<file path="src/rtl/regfile_incdec_sequencer_if.sv">
// regfile_incdec_sequencer_if: request, slice-bus and status signals of the sequencer
interface regfile_incdec_sequencer_if #(parameter int WIDTH = 16, parameter int NREGS = 14);
  logic start;
  logic [3:0] reg_idx;
  logic [1:0] op;
  logic [WIDTH-1:0] bus_in;
  logic [NREGS-1:0] regsel;
  logic pc_wr;
  logic [WIDTH-1:0] pc_din;
  logic [WIDTH-1:0] result;
  logic [2:0] flags;
  logic busy;
  logic done;
  modport master (output start, reg_idx, op, bus_in,
                  input regsel, pc_wr, pc_din, result, flags, busy, done);
  modport slave (input start, reg_idx, op, bus_in,
                 output regsel, pc_wr, pc_din, result, flags, busy, done);
endinterface

</file>
<file path="src/rtl/regfile_incdec_sequencer.sv">
// regfile_incdec_sequencer: selects a register slice, reads it, inc/dec/copies it and writes it back
module regfile_incdec_sequencer #(parameter int WIDTH = 16, parameter int NREGS = 14) (
  input logic eclk,
  input logic erst,
  regfile_incdec_sequencer_if.slave bus
);
  localparam logic [2:0] IDLE = 3'd0, SELECT = 3'd1, CAPTURE = 3'd2, COMPUTE = 3'd3, WRITEBACK = 3'd4, DONE = 3'd5;
  logic [2:0] state;
  logic [3:0] idx;
  logic [1:0] opr;
  logic [WIDTH-1:0] operand;
  logic [WIDTH-1:0] result;
  logic [2:0] flags;
  logic [WIDTH-1:0] next_val;
  logic carry;
  // arithmetic on the captured operand; carry flags wrap in either direction
  always_comb begin
    next_val = opr == 2'b01 ? operand + WIDTH'(1) : opr == 2'b10 ? operand - WIDTH'(1) : operand;
    carry = (opr == 2'b01 && &operand) || (opr == 2'b10 && ~|operand);
  end
  // sequencer: request latch, slice settle, capture, compute, optional writeback, done pulse
  always_ff @(posedge eclk or posedge erst)
    if (erst) begin
      state <= IDLE;
      idx <= '0;
      opr <= '0;
      operand <= '0;
      result <= '0;
      flags <= '0;
    end else begin
      case (state)
        IDLE: if (bus.start) begin
          idx <= bus.reg_idx;
          opr <= bus.op;
          state <= int'(bus.reg_idx) >= NREGS ? DONE : SELECT;
          if (int'(bus.reg_idx) >= NREGS) flags <= 3'b100;
        end
        SELECT: state <= CAPTURE;
        CAPTURE: begin
          operand <= ~bus.bus_in;
          state <= COMPUTE;
        end
        COMPUTE: begin
          result <= next_val;
          flags <= {1'b0, carry, next_val == '0};
          state <= opr == 2'b11 ? DONE : WRITEBACK;
        end
        WRITEBACK: state <= DONE;
        default: state <= IDLE;
      endcase
    end
  assign bus.regsel = (state >= SELECT && state <= WRITEBACK) ? NREGS'(1) << idx : '0;
  assign bus.pc_wr = state == WRITEBACK;
  assign bus.pc_din = result;
  assign bus.result = result;
  assign bus.flags = flags;
  assign bus.busy = state != IDLE;
  assign bus.done = state == DONE;
endmodule

</file>
<file path="src/flat_wrapper.sv">
// flat-port wrapper written by rule: the top's interface ports become plain ports
module regfile_incdec_sequencer_flat 
#(parameter int WIDTH = 16, parameter int NREGS = 14)
  (eclk, erst, bus_start, bus_reg_idx, bus_op, bus_bus_in, bus_regsel, bus_pc_wr, bus_pc_din, bus_result, bus_flags, bus_busy, bus_done);
  regfile_incdec_sequencer_if #(.WIDTH(WIDTH), .NREGS(NREGS)) bus_i ();
  input logic eclk;
  input logic erst;
  input wire logic [$bits(bus_i.start)-1:0] bus_start;
  input wire logic [$bits(bus_i.reg_idx)-1:0] bus_reg_idx;
  input wire logic [$bits(bus_i.op)-1:0] bus_op;
  input wire logic [$bits(bus_i.bus_in)-1:0] bus_bus_in;
  output wire logic [$bits(bus_i.regsel)-1:0] bus_regsel;
  output wire logic [$bits(bus_i.pc_wr)-1:0] bus_pc_wr;
  output wire logic [$bits(bus_i.pc_din)-1:0] bus_pc_din;
  output wire logic [$bits(bus_i.result)-1:0] bus_result;
  output wire logic [$bits(bus_i.flags)-1:0] bus_flags;
  output wire logic [$bits(bus_i.busy)-1:0] bus_busy;
  output wire logic [$bits(bus_i.done)-1:0] bus_done;
  assign bus_i.start = bus_start;
  assign bus_i.reg_idx = bus_reg_idx;
  assign bus_i.op = bus_op;
  assign bus_i.bus_in = bus_bus_in;
  assign bus_regsel = bus_i.regsel;
  assign bus_pc_wr = bus_i.pc_wr;
  assign bus_pc_din = bus_i.pc_din;
  assign bus_result = bus_i.result;
  assign bus_flags = bus_i.flags;
  assign bus_busy = bus_i.busy;
  assign bus_done = bus_i.done;
  regfile_incdec_sequencer #(.WIDTH(WIDTH), .NREGS(NREGS)) u_core (.eclk(eclk), .erst(erst), .bus(bus_i));
endmodule
</file>
<file path="config.mk">
export PLATFORM = sky130hd
export DESIGN_NAME = regfile_incdec_sequencer_flat
export DESIGN_NICKNAME = d
export VERILOG_FILES = /design/src/rtl/regfile_incdec_sequencer_if.sv /design/src/rtl/regfile_incdec_sequencer.sv /design/src/flat_wrapper.sv
export SDC_FILE = /design/constraint.sdc
export NUM_CORES = 1
export LEC_CHECK = 0
export BUFFER_PORTS_ARGS = -buffer_cell sky130_fd_sc_hd__buf_2
export CAP_MARGIN = 20
export CELL_PAD_IN_SITES_DETAIL_PLACEMENT = 0
export CELL_PAD_IN_SITES_GLOBAL_PLACEMENT = 2
export CORE_MARGIN = 4
export CORE_UTILIZATION = 30
export CTS_CLUSTER_DIAMETER = 120
export CTS_CLUSTER_SIZE = 28
export DETAILED_ROUTE_END_ITERATION = 6
export PLACE_DENSITY = 0.9
export SYNTH_ARGS = -nofsm -noshare
export SYNTH_HDL_FRONTEND = slang
export SYNTH_SLANG_ARGS = --single-unit
</file>
<file path="constraint.sdc">
create_clock -name eclk -period 2.35 [get_ports eclk]
set_input_delay 0.47 -clock eclk [delete_from_list [all_inputs] [get_ports eclk]]
set_output_delay 0.47 -clock eclk [all_outputs]
set_load 0.1 [all_outputs]
</file>
==> results.cfg, run 1 <==
[outcome]
outcome = completed

[run]
maxCapViolations = 0

[worst_setup_path]
reg2regPathDepth = 8
critPathLaunchType = flip-flop
cp_max_fo = 10
critical_path_class = reg2out
endpoint_kind = primary output
r2r-end = u_core.bus.flags[0]$_DFFE_PP0P_
reg2reg_slack_ns = 0.11
cp.required_ns = 1.88
crit_arrival_ns = 1.79
regToRegStartpoint = u_core.opr[1]$_DFFE_PP0P_

[yosys]
synth_top_area_frac = 0.411
synthDistinctLibCells = 52
synth-edff-count = 0
synth_largest_area_cell = dfrtp_1
synthArstFlopShare = 1.00
netlist_area_um2 = 2680
syn_avg_cell_area_um2 = 8.66
synth_seq_cells = 44
ys_seq_area_frac = 0.411
ys_warn_count = 0
synthCells = 309
yosys-top-cells-area = dfrtp_1 41%, nor2_1 5.3%, buf_4 5.0%, a21oi_1 3.9%, o21ai_0 3.7%
ys.flop_type = dfrtp_1
syn-num-nets = 336

[route]
vias = 2379
drt-vias-per-instance = 4.88
dr.pass1.iters = 4
wl_per_cell_um = 14.4
routed_wirelength_mm = 7.05
drc = 0
ant_nets = 0
drt_iter0_drc = 95

[finish]
antenna_cells = 0
fillers = 908
stdcell_area_um2 = 3610
final_common_cell = buf_2
post_route_cells_drive_above_1_share = 0.392
instances_no_fill = 488
syn_to_final_growth_pct = 34.7
fin_nets = 406
final_cell_mix = 63 x buf_2, 42 x dfrtp_1, 28 x nor2_1

[floorplan]
coreArea_um2 = 8720
dieArea_um2 = 10500
rows = 34
initial_core_util = 0.307
die_w_um = 102
die_y_um = 102
boundaryPins = 77

[clock_tree]
clockRootBuffer = clkbuf_8
clk_pin_slew_ns = 0.09
clock_latency_ns = 0.30
numCtsBuffers = 5
cts_tree = done
h-tree-depth = 2
cts_buffer_depth = 2
clock-sinks = 44

[placed_design]
io_buffers = 76
dpl_cell_area_um2 = 3460
gp_congestion = 0.898
dp_cells = 478
dp_hpwl_mm = 5.56

[sta]
period_share = 0.960
setup-violations-final = 0
tightestPinTransition_ns = 0.488
fin_crit_ns = 2.26
fmax_mhz = 443
rsz0062_at_grt = false
setup_tns_ns = 0
slew_headroom = 0.677
slew_viol_final = 0
finalHoldViolCount = 0
fin_skew_ns = 0.00616

[global_route]
antenna_found_initial = 0
track_usage = 0.135
grt_pass1_vias = 2224
grt_max_degree = 45
grt-ovfl-total = 0
grt_pass1_wl_mm = 11.1

[worst_hold_path]
hp-class = in2async
[worst max path at each step]
| stage | from | cells after the start | endpoint |
|---|---|---|---|
| 2_1_floorplan | u_core.state[0]$_DFFE_PP0P_ | 6 | bus_regsel[1] |
| 3_3_place_gp | u_core.opr[1]$_DFFE_PP0P_ | 8 | u_core.bus.flags[0]$_DFFE_PP0P_ |
| 3_5_place_dp | u_core.opr[1]$_DFFE_PP0P_ | 8 | u_core.bus.flags[0]$_DFFE_PP0P_ |
| 4_1_cts | u_core.state[0]$_DFFE_PP0P_ | 4 | bus_regsel[13] |
| 5_1_grt | u_core.opr[1]$_DFFE_PP0P_ | 8 | u_core.bus.flags[0]$_DFFE_PP0P_ |
| 6_report | u_core.state[2]$_DFFE_PP0P_ | 4 | bus_regsel[13] |
[sequential cells by signal, summed over array words and instances, names as in the netlist]
| register | flops |
|---|---|
| u_core.bus.flags | 3 |
| u_core.bus.pc_din | 16 |
| u_core.idx | 4 |
| u_core.operand | 16 |
| u_core.opr | 2 |
| u_core.state | 3 |
[synthesized netlist by cell type, types with 3 or more instances]
| cell type | instances |
|---|---|
| dfrtp_1 | 44 |
| nor2_1 | 38 |
| nand2_1 | 26 |
| a21oi_1 | 21 |
| o21ai_0 | 20 |
| buf_4 | 18 |
| clkbuf_1 | 18 |
| nor3_1 | 12 |
| nand3_1 | 9 |
| xnor2_1 | 8 |
| mux2_2 | 7 |
| xor2_1 | 7 |
| nand4_1 | 6 |
| or3_1 | 6 |
| and3_1 | 5 |
| inv_1 | 5 |
| nor3b_1 | 4 |
| and2_1 | 3 |
| and4_1 | 3 |
| nor4_1 | 3 |
| o22ai_1 | 3 |
| o31ai_1 | 3 |
[layer usage]
metal / wire length (um) / global-route usage
met1: 3270 / 0.193
met2: 3260 / 0.204
met3: 401 / 0.0253
met4: 118 / 0.0484
met5: 0 / 0
[worst max-delay path, cell delays in order, from the launching register on]
cell	delay [ns]
dfrtp_2	0.48
or3_4	0.43
nand4_1	0.22
nor2_2	0.06
buf_2	0.29
[what timing repair did]
action                     in CTS  in global routing
hold buffers                    0                  0
cloned                          0                  0
gates resized for setup         4                  3
setup endpoints to repair      11                 14
buffers inserted                0                  2
[per-stage QoR]
step	utilization	hold slack, ns	worst slack (ns)
after floorplan	-	0.533	-0.195
after global placement	0.397	0.479	0.154
after detailed placement	0.397	0.486	0.132
after CTS	0.410	0.197	0.0161
after global routing	0.413	0.216	0.000410
final	0.413	0.190	0.0928
[layout make-up]
type / instances / area (um^2) / share of cell area
Tap cell: 108 / 135 / 0.0375
Sequential cell: 44 / 1100 / 0.306
Inverter: 5 / 18.8 / 0.00520
Clock inverter: 2 / 35.0 / 0.00972
Clock buffer: 6 / 72.6 / 0.0201
Multi-Input combinational cell: 221 / 1470 / 0.408
Timing Repair Buffer: 102 / 771 / 0.214
[cells by family after synthesis]
kind of cell    after synthesis  share of synthesized area
xor+xnor                     15                     0.0491
simple gates                132                      0.255
buf+inv                      44                     0.0907
compound gates               64                      0.151
fa+ha+maj                     2                    0.00935
flops                        44                      0.411
mux                           8                     0.0332
Power of run 1 is left out: the tool's default activity adds up to more than one toggle a clock period on the data nets, which glitch-free logic cannot reach.
==> run 2: changes to the inputs <==
--- a/config.mk
+++ b/config.mk
@@ -7,13 +7,14 @@
 export LEC_CHECK = 0
 export BUFFER_PORTS_ARGS = -buffer_cell sky130_fd_sc_hd__buf_2
 export CAP_MARGIN = 20
-export CELL_PAD_IN_SITES_DETAIL_PLACEMENT = 0
+export CELL_PAD_IN_SITES_DETAIL_PLACEMENT = 1
 export CELL_PAD_IN_SITES_GLOBAL_PLACEMENT = 2
 export CORE_MARGIN = 4
 export CORE_UTILIZATION = 30
 export CTS_CLUSTER_DIAMETER = 120
 export CTS_CLUSTER_SIZE = 28
 export DETAILED_ROUTE_END_ITERATION = 6
+export GPL_ROUTABILITY_DRIVEN = 0
 export PLACE_DENSITY = 0.9
 export SYNTH_ARGS = -nofsm -noshare
 export SYNTH_HDL_FRONTEND = slang
==> run 2 against run 1 <==
  * Flip-flop and latch count unchanged
  * Count of clock-buffer cells in the layout unchanged
  * Via count grew 3.9%
  * Wire length is 8.9% higher
  * Cell count is 0.20% lower
  * Die area stayed put
  * Global-route usage rose by 1.7 points
  * Register-to-register slack improved by 0.03 ns
  * First-iteration DRC count down 7.4%
  * Non-clock buffer count shrank 1
  * Critical path depth is 1 higher
==> results.cfg, run 2 (synthesis gave the netlist of run 1 again) <==
[route]
vias = 2471
dr.pass1.iters = 4
drt_iter0_drc = 88
drt-vias-per-instance = 5.07
drc = 0
ant_nets = 0
routed_wirelength_mm = 7.67
wl_per_cell_um = 15.8

[global_route]
grt_max_degree = 45
grt-ovfl-total = 0
grt_pass1_vias = 2553
antenna_found_initial = 0
track_usage = 0.152
grt_pass1_wl_mm = 12.8

[sta]
setup-violations-final = 0
fmax_mhz = 441
period_share = 0.964
finalHoldViolCount = 0
fin_skew_ns = 0.00677
fin_crit_ns = 2.27
setup_tns_ns = 0
tightestPinTransition_ns = 0.500
holdWs_ns = 0.207
slew_headroom = 0.669
slew_viol_final = 0
rsz0062_at_grt = true

[placed_design]
io_buffers = 76
dp_hpwl_mm = 5.99

[clock_tree]
clock-sinks = 44
cts_buffer_depth = 2
clk_pin_slew_ns = 0.09
clockRootBuffer = clkbuf_8
cts_tree = done
h-tree-depth = 2
clock_latency_ns = 0.29
numCtsBuffers = 5

[floorplan]
die_w_um = 102
boundaryPins = 77
rows = 34
coreArea_um2 = 8720
dieArea_um2 = 10500
die_y_um = 102
initial_core_util = 0.307

[worst_setup_path]
endpoint_kind = primary output
crit_arrival_ns = 1.80
reg2reg_slack_ns = 0.14
critical_path_class = reg2out
cp_max_fo = 7
cp.required_ns = 1.88
regToRegStartpoint = u_core.operand[3]$_DFFE_PP0P_
crit_start = u_core.state[0]$_DFFE_PP0P_
critPathLaunchType = flip-flop

[finish]
antenna_cells = 0
syn_to_final_growth_pct = 35.3
final_common_cell = buf_2
fin_nets = 405
post_route_cells_drive_above_1_share = 0.398
final_core_util = 0.415
final_cell_mix = 64 x buf_2, 42 x dfrtp_1, 28 x nor2_1

[outcome]
outcome = completed

[run]
maxCapViolations = 0

[worst_hold_path]
hp-class = in2async
## run 2: cell types whose count changed in the layout (fill, tap and decap cells not counted), sizes merged
| cell | delta |
|---|---|
| buf | -1 |
## run 2: metrics by stage
step / area (um^2) / worst slack (ns) / cells
after global placement: 3450 / 0.218 / 476
final: 3620 / 0.0849 / 487
after floorplan: 2830 / -0.195 / 309
after global routing: 3620 / -0.0114 / 487
after detailed placement: 3450 / 0.165 / 476
after CTS: 3580 / 0.0288 / 484
## run 2: timing repair
item	CTS	global route
gates cloned	0	0
pin swaps	0	1
setup buffers	0	3
gates resized for setup	5	3
hold buffers	0	0
endpoints found under the setup margin	11	12
## run 2: critical path, cell delays in order (launching register included)
cell     delay (ns)
dfrtp_2        0.46
o21ai_2        0.19
nand2_2        0.09
or3_4          0.38
nor3_4         0.17
buf_12         0.20
## run 2: layout make-up
| type | instances | area [um^2] |
|---|---|---|
| clock inverters | 2 | 38.8 |
| well taps | 108 | 135 |
| flip-flops and latches | 44 | 1100 |
| inverters | 5 | 18.8 |
| fillers | 1010 | 5100 |
| repair buffers | 101 | 761 |
| clock buffers | 6 | 82.6 |
| multi-input cells | 221 | 1480 |
## run 2: per-layer routing
layer	vias to the layer above	track usage	wire, um
li1	1214	-	-
met1	1190	0.205	3460
met2	59	0.255	3820
met3	8	0.0280	325
met4	0	0.0323	76
met5	-	0	0
## run 2: final timing paths
| path | to | depth (start not counted) |
|---|---|---|
| worst max-delay path | bus_regsel[0] | 5 |
| worst min-delay path | u_core.bus.pc_din[2]$_DFFE_PP0P_ | 3 |
| worst max register to register | u_core.bus.flags[0]$_DFFE_PP0P_ | 6 |
| worst min register to register | u_core.bus.pc_din[3]$_DFFE_PP0P_ | 2 |
| max in group asynchronous | u_core.state[2]$_DFFE_PP0P_ | 3 |
| min in group eclk | u_core.operand[15]$_DFFE_PP0P_ | 2 |
Power of run 2 is left out for the same reason.
